<file path="src/rtl/hc_sr04_emulator.sv">
// HC-SR04 responder: qualifies a trigger pulse, then returns an echo whose width equals the latched range.
// Latency: echo rises BURST_CYCLES+3 edges after trigger is first sampled low; no backpressure.
// Optional `burst` 40 kHz tone output during BURST when HC_SR04_EMU_BURST_OUT_EN is defined.
module hc_sr04_emulator #(
  parameter int unsigned TRIG_MIN_CYCLES = 500,
  parameter int unsigned BURST_CYCLES    = 10000,
  parameter int unsigned ECHO_MAX_CYCLES = 1900000,
  parameter int unsigned HOLDOFF_CYCLES  = 500000
) (
  input  logic        clock,
  input  logic        reset_n,
  input  logic        trigger,
  input  logic [31:0] range_cycles,
  output logic        echo,
  output logic        busy,
  output logic        short_trig
`ifdef HC_SR04_EMU_BURST_OUT_EN
  ,
  output logic        burst
`endif
);

  localparam logic [31:0] TRIG_MIN = 32'(TRIG_MIN_CYCLES);
  localparam logic [31:0] BURST_N  = 32'(BURST_CYCLES);
  localparam logic [31:0] ECHO_MAX = 32'(ECHO_MAX_CYCLES);
  localparam logic [31:0] HOLD_N   = 32'(HOLDOFF_CYCLES);

  typedef enum logic [2:0] {IDLE, TRIG_HIGH, BURST, ECHO, HOLDOFF} state_t;

  state_t      state;
  logic        trig_meta;
  logic        trig_s;
  logic        trig_d;
  logic [31:0] trig_cnt;
  logic [31:0] phase_cnt;
  logic [31:0] width_q;
  logic        trig_rise;
  logic        trig_fall;

  assign trig_rise = trig_s & ~trig_d;
  assign trig_fall = ~trig_s & trig_d;

  always_ff @(posedge clock or negedge reset_n) begin
    if (!reset_n) begin
      trig_meta <= 1'b0;
      trig_s    <= 1'b0;
      trig_d    <= 1'b0;
    end else begin
      trig_meta <= trigger;
      trig_s    <= trig_meta;
      trig_d    <= trig_s;
    end
  end

  // echo is a registered copy of state==ECHO, which gives the extra edge of latency
  always_ff @(posedge clock or negedge reset_n) begin
    if (!reset_n) begin
      state      <= IDLE;
      trig_cnt   <= 32'd0;
      phase_cnt  <= 32'd0;
      width_q    <= 32'd0;
      echo       <= 1'b0;
      busy       <= 1'b0;
      short_trig <= 1'b0;
    end else begin
      short_trig <= 1'b0;
      echo       <= (state == ECHO);
      case (state)
        IDLE: begin
          if (trig_rise) begin
            state    <= TRIG_HIGH;
            trig_cnt <= 32'd1;
            busy     <= 1'b1;
          end
        end
        TRIG_HIGH: begin
          if (trig_fall) begin
            if (trig_cnt >= TRIG_MIN) begin
              width_q   <= (range_cycles == 32'd0 || range_cycles > ECHO_MAX) ? ECHO_MAX : range_cycles;
              phase_cnt <= 32'd1;
              state     <= BURST;
            end else begin
              short_trig <= 1'b1;
              busy       <= 1'b0;
              state      <= IDLE;
            end
          end else if (trig_s && trig_cnt != TRIG_MIN) begin
            trig_cnt <= trig_cnt + 32'd1;
          end
        end
        BURST: begin
          if (phase_cnt == BURST_N) begin
            phase_cnt <= 32'd1;
            state     <= ECHO;
          end else begin
            phase_cnt <= phase_cnt + 32'd1;
          end
        end
        ECHO: begin
          if (phase_cnt == width_q) begin
            phase_cnt <= 32'd1;
            state     <= HOLDOFF;
          end else begin
            phase_cnt <= phase_cnt + 32'd1;
          end
        end
        HOLDOFF: begin
          if (phase_cnt == HOLD_N) begin
            phase_cnt <= 32'd0;
            busy      <= 1'b0;
            state     <= IDLE;
          end else begin
            phase_cnt <= phase_cnt + 32'd1;
          end
        end
        default: begin
          busy  <= 1'b0;
          state <= IDLE;
        end
      endcase
    end
  end

`ifdef HC_SR04_EMU_BURST_OUT_EN
  localparam logic [9:0] TONE_HALF = 10'd624;

  logic [9:0] tone_cnt;
  logic       tone;

  // tone restarts high on every BURST entry; burst lags state by one edge like echo
  always_ff @(posedge clock or negedge reset_n) begin
    if (!reset_n) begin
      tone_cnt <= 10'd0;
      tone     <= 1'b1;
      burst    <= 1'b0;
    end else if (state != BURST) begin
      tone_cnt <= 10'd0;
      tone     <= 1'b1;
      burst    <= 1'b0;
    end else begin
      burst <= tone;
      if (tone_cnt == TONE_HALF) begin
        tone_cnt <= 10'd0;
        tone     <= ~tone;
      end else begin
        tone_cnt <= tone_cnt + 10'd1;
      end
    end
  end
`endif

endmodule
</file>
<file path="config.mk">
export PLATFORM = sky130hd
export DESIGN_NAME = hc_sr04_emulator
export DESIGN_NICKNAME = d
export VERILOG_FILES = /design/src/rtl/hc_sr04_emulator.sv
export SDC_FILE = /design/constraint.sdc
export NUM_CORES = 1
export LEC_CHECK = 0
export ABC_AREA = 0
export BUFFER_PORTS_ARGS = -buffer_cell sky130_fd_sc_hd__buf_2
export CAP_MARGIN = 20
export CORE_AREA = 2 2 112 114
export CTS_CLUSTER_DIAMETER = 80
export DETAILED_ROUTE_END_ITERATION = 7
export DIE_AREA = 0 0 114 116
export HOLD_SLACK_MARGIN = 0.08
export PLACE_DENSITY = 0.78
export SLEW_MARGIN = 20
export SYNTH_ARGS = -nofsm -noshare
export SYNTH_HDL_FRONTEND = slang
export SYNTH_SLANG_ARGS = --single-unit
</file>
<file path="constraint.sdc">
create_clock -name clock -period 2.8 [get_ports clock]
set_input_delay 0.28 -clock clock [delete_from_list [all_inputs] [get_ports clock]]
set_output_delay 0.28 -clock clock [all_outputs]
set_load 0.01 [all_outputs]
</file>
### Yosys cells after proc, flatten, opt, wreduce, memory -nomap -nowiden

Index checks and enable logic that the tools add are counted.

* add/sub/neg operators: 2
* muxes and demuxes: 26
* eq/ne operators: 17
* bitwise operators: 5
* order comparisons: 2
* reductions and logical operators: 12

Operators with widths (count)
* 2-to-1 mux 32 bit: 9
* one-hot mux 32 bit (4 select lines): 1
* adder 32 x 1 -> 32 bit (second input constant): 2
* one-hot mux 32 bit (2 select lines): 1
* equality test 32 x 14 -> 1 bit (second input constant): 1
* equality test 32 x 19 -> 1 bit (second input constant): 1
* equality test 32 bit: 1
* >= comparator 32 x 9 -> 1 bit (second input constant): 1
* greater-than comparator 32 x 21 -> 1 bit (second input constant): 1
* logical NOT 32 bit: 1
* != test 32 x 9 -> 1 bit (second input constant): 1
* != test 2 bit (second input constant): 8
* 2-to-1 mux 3 bit: 5
* one-hot mux 3 bit (5 select lines): 1
* AND reduction 5 bit: 2
* 2-to-1 mux 1 bit: 7
* equality test 3 x 2 -> 1 bit (second input constant): 2
* AND reduction 3 bit: 2
* one-hot mux 1 bit (4 select lines): 1
* AND reduction 4 bit: 1
* nonzero test 4 bit: 1
* equality test 3 x 1 -> 1 bit (second input constant): 1
* equality test 3 bit (second input constant): 1
* logical NOT 3 bit: 1
* other kinds (8): 11

* input port bits: 35
* word-level logic and storage cells: 74
* output and inout bits: 3
* flip-flop bits (word level): 105

### Depth between registers and ports, before layout

* depth in word-level cells: 5
* depth in mapped cells: 9
* mapped depth without buffers: 8

### Worst setup path before layout

Ideal clock, no wire load.

* path kind: register -> register
* start: register trig_cnt[4]
* end: register width_q[10]
* buffers on the path: 1
* required time: 2.679 ns
* stages on the path, launching flop included: 8
* arrival: 2.164 ns
* period minus slack after synthesis: 2.286 ns
* path slack: 0.514 ns
* library setup time: 0.121 ns
* path through: dfrtp_1 > and4_1 > o211ai_1 > nor3b_1 > or3_4 > or4_4 > buf_6 > o22a_1

* cells in the longest elaborated chain, start to end: 2

RTL lines
* start, declared: line 34 `logic [31:0] trig_cnt;`
* start signal, assigned: line 88 `trig_cnt <= trig_cnt + 32'd1;`
* >= comparator 32 x 9 -> 1 bit: line 78 `if (trig_cnt >= TRIG_MIN) begin`
* AND reduction 3 bit (no source line)
* end signal, assigned: line 79 `width_q <= (range_cycles == 32'd0 || range_cycles > ECHO_MAX) ? ECHO_MAX : range_cycles;`
* end, declared: line 36 `logic [31:0] width_q;`

No other way between the ends.
A chain may end at the register's enable or synchronous reset.

### Final worst setup path

* start: register phase_cnt[0]
* end: register phase_cnt[7]

* cells in the longest elaborated chain, start to end: 3
* elaborated cells between the ends (all ways): 8
* classes of those cells: add/sub (1); eq/ne (3); mux (4)

RTL lines
* start, declared: line 35 `logic [31:0] phase_cnt;`
* start signal, assigned: line 96 `phase_cnt <= phase_cnt + 32'd1;`
* start signal, assigned: line 104 `phase_cnt <= phase_cnt + 32'd1;`
* start signal, assigned: line 113 `phase_cnt <= phase_cnt + 32'd1;`
* adder 32 x 1 -> 32 bit (tied with other cells): line 96, 104, 113
* 2-to-1 mux 32 bit (on tied branches): line 108, 100, 92
* one-hot mux 32 bit (4 select lines) *: line 68 `case (state)`

Every way passes the cells marked *; elsewhere a longest branch is shown, timed or not.

==> impl_metrics.yaml <==
status:
  outcome: "complete, no violations"
sta:
  tns_ns: 0
  finalCritPeriodShare: 0.928
  whs_ns: 0.172
  fmax_mhz: 385
  hold_viol: 0
  max_slew_margin: 0.470
  tightest_slew_ns: 0.788
  rsz0062_at_grt: "no"
  finalSetupViolCount: 0
  slew_viol_final: 0
  skew_ns: 0.0103
  fin_crit_ns: 2.60
  fin_ws_ns: 0.203
worst_hold_path:
  hp-class: "primary input to flip-flop"
routing:
  drt_pass1_iterations: 5
  vias: 5338
  wl_per_cell_um: 17.6
  ant_nets: 0
  drt-total-wl_um: 14800
  post_drt_via_cell_ratio: 6.37
  drt_iter0_drc: 657
  drc: 0
final_layout:
  fill_cells: 1035
  syn_to_final_growth_pct: 11.6
  regArea_um2: 2630
  n_antenna_cell: 0
  multi_input_area_um2: 3010
  final_nets: 725
  drive_above_1_share: 0.120
pwr:
  p_leak_nw: 2.73
  ir_drop_mv: 0.476
  p_per_area_nw_per_um2: 485
setup_path:
  path_cells: "inv_1 > ha_1 > nor4b_1 > nand4_1 > nor4_1 > buf_4 > o21ai_1 > buf_4 > o21ai_0 > o211ai_1"
  worst_setup_path_end_kind: "flip-flop"
  slowest_stage: "dfrtp_1"
  crit_fanout: 21
  ff2ff_setup_slack_ns: 0.20
  r2r_cells: 10
  start_kind: "flip-flop"
  path_buf_inv: 3
  reg2reg_from: "phase_cnt[0]$_DFFE_PN0P_"
  cp.arrival_ns: 2.82
  crit_cells: 10
  critPathRequiredTime_ns: 3.02
  crit_path_max_incr_delay_ns: 0.50
  critPathKind: "flip-flop to flip-flop"
  crit_family: "simple AND/OR/NAND/NOR gates"
  critical_path.startpoint: "phase_cnt[0]$_DFFE_PN0P_"
  r2r-end: "phase_cnt[7]$_DFFE_PN0P_"
  crit_end: "phase_cnt[7]$_DFFE_PN0P_"
  cp_common_cell: "buf_4"
logic_synthesis:
  syn_inst: 661
  yosysTopAreaCell: "dfrtp_1"
  synth_common_cells: "dfrtp_1, nand2_1, nor2_1"
  yosysTopAreaCellShare: 0.448
  synth_edf_count: 0
  synth_fp_nets: 700
  ys_async_sr_fraction: 1.00
  ys_seq_area_frac: 0.448
  postSynthAreaPerCell_um2: 8.88
  synth_area_um2: 5870
  ys_ff_latch: 105
  synth_area_leaders: "dfrtp_1, xnor2_1, nand2_1, o21ai_0, nor2_1"
  yosysMostFrequentCell: "dfrtp_1"
  synth.distinct_cells: 54
  synthFlopType: "dfrtp_1"
  yosys_warnings: 0
floorplan:
  initial_core_util: 0.493
  rows: 40
  core_area_um2: 11900
  die_y_um: 116
  die_w_um: 114
  io_pins: 38
  die_area_um2: 13200
grt:
  track_usage: 0.237
  grt-ovfl-total: 0
  grt_max_degree: 54
  grt_pass1_vias: 5091
  antenna_found_initial: 0
  grt_pass1_wl_um: 25000
placement:
  portBuffers: 37
  dp.final_hpwl_um: 10800
  place_worst_setup_slack_ns: 0.247
  place_congestion: 0.897
clock_tree:
  cts_sinks: 105
  post_cts_buffers: 0
  clk_path_buf_depth: 2
  path_clk_slew_ns: 0.07
  cts_buffers: 9
  clk_latency_ns: 0.35
  root_buffer: "clkbuf_16"
  post_cts_resized: 0
  cts_tree: "yes"
  ctsHoldBuffers: 2
  htreeDepth: 3
run:
  cap_violations: 0
==> power breakdown <==
part | switching (mW) | internal, mW | total, mW | leakage, nW
combinational | 0.169 | 0.104 | 0.273 | 1.13
clock | 0.570 | 0.721 | 1.29 | 0.149
sequential | 0.0590 | 1.55 | 1.61 | 1.45
==> worst reg2reg max path: stages (launching register included) <==
cell,delay (ns)
dfrtp_1,0.50
inv_1,0.14
ha_1,0.18
nor4b_1,0.26
nand4_1,0.22
nor4_1,0.38
buf_4,0.19
o21ai_1,0.07
buf_4,0.23
o21ai_0,0.20
o211ai_1,0.11
==> flip-flops by register name (all words and copies together) (netlist names), 3 cells and up <==
register / flops
trig_cnt: 32
state: 3
phase_cnt: 32
width_q: 32
==> layer usage <==
layer | vias to the layer above | GRT usage | part of all wire
li1 | 2446 | - | -
met5 | - | 0 | 0
met3 | 45 | 0.0382 | 0.089
met4 | 0 | 0.0992 | 0.028
met2 | 287 | 0.351 | 0.45
met1 | 2560 | 0.346 | 0.44
==> layout by cell type, fill, tap and decap left out, types with 3 or more instances in the layout <==
cell         n
o22a_1      13
nor2b_1      5
and3_1       8
nand2_1     77
xnor2_1     42
and4_1       9
a21oi_1     15
clkbuf_16    9
o211ai_1    12
a22o_1       8
a22oi_1      3
nor2_1      54
nor4_1      26
nand4_1     32
o21bai_1     3
buf_4       21
nor4_2       3
or3_1        6
nor3b_1      3
nand3_1     27
dfrtp_1    105
inv_1       12
buf_2       36
nor3_1      15
a31oi_1      5
nand2b_1     4
ha_1         4
and2_1      15
o31ai_1      7
o21ai_0     52
or4_1        5
xor2_1      12
o22ai_1      6
==> area by class of cell <==
type / instances / share of cell area
timing repair buffer: 60 / 0.0577
sequential: 105 / 0.401
multi-input combinational: 498 / 0.459
inverter: 12 / 0.00688
tap: 147 / 0.0281
clock inverter: 6 / 0.00994
clock buffer: 10 / 0.0365
==> per-stage QoR <==
| step | instances | power, mW | util | cell area [µm²] |
|---|---|---|---|---|
| after floorplan | 661 | 1.77 | - | 5870 |
| after global placement | 820 | 1.89 | 0.522 | 6220 |
| after detailed placement | 820 | 1.91 | 0.522 | 6220 |
| after CTS | 838 | 3.19 | 0.550 | 6550 |
| after global routing | 838 | 3.30 | 0.550 | 6550 |
| final | 838 | 3.17 | 0.550 | 6550 |
==> worst min-delay path by stage <==
stage / startpoint / endpoint / slack (ns) / cells after the start
after CTS: range_cycles[3] / width_q[3]$_DFFE_PN0P_ / 0.16 / 2
after detailed placement: trig_meta$_DFF_PN0_ / trig_s$_DFF_PN0_ / 0.34 / 0
after global placement: trig_meta$_DFF_PN0_ / trig_s$_DFF_PN0_ / 0.33 / 0
after floorplan: reset_n / busy$_DFFE_PN0P_ / -0.02 / 0
after global routing: range_cycles[0] / width_q[0]$_DFFE_PN0P_ / 0.17 / 2
final: range_cycles[3] / width_q[3]$_DFFE_PN0P_ / 0.17 / 2
==> cell families after synthesis <==
kind of cell / Yosys count / share of synthesized area
adders and majority gates: 4 / 0.00853
xor gates and xnor gates: 54 / 0.0806
buffers and inverters: 58 / 0.0405
DFF: 105 / 0.448
AOI/OAI and AO/OA: 139 / 0.153
and+or+nand+nor: 301 / 0.269
No activity file was read; power rests on OpenSTA's default activity.
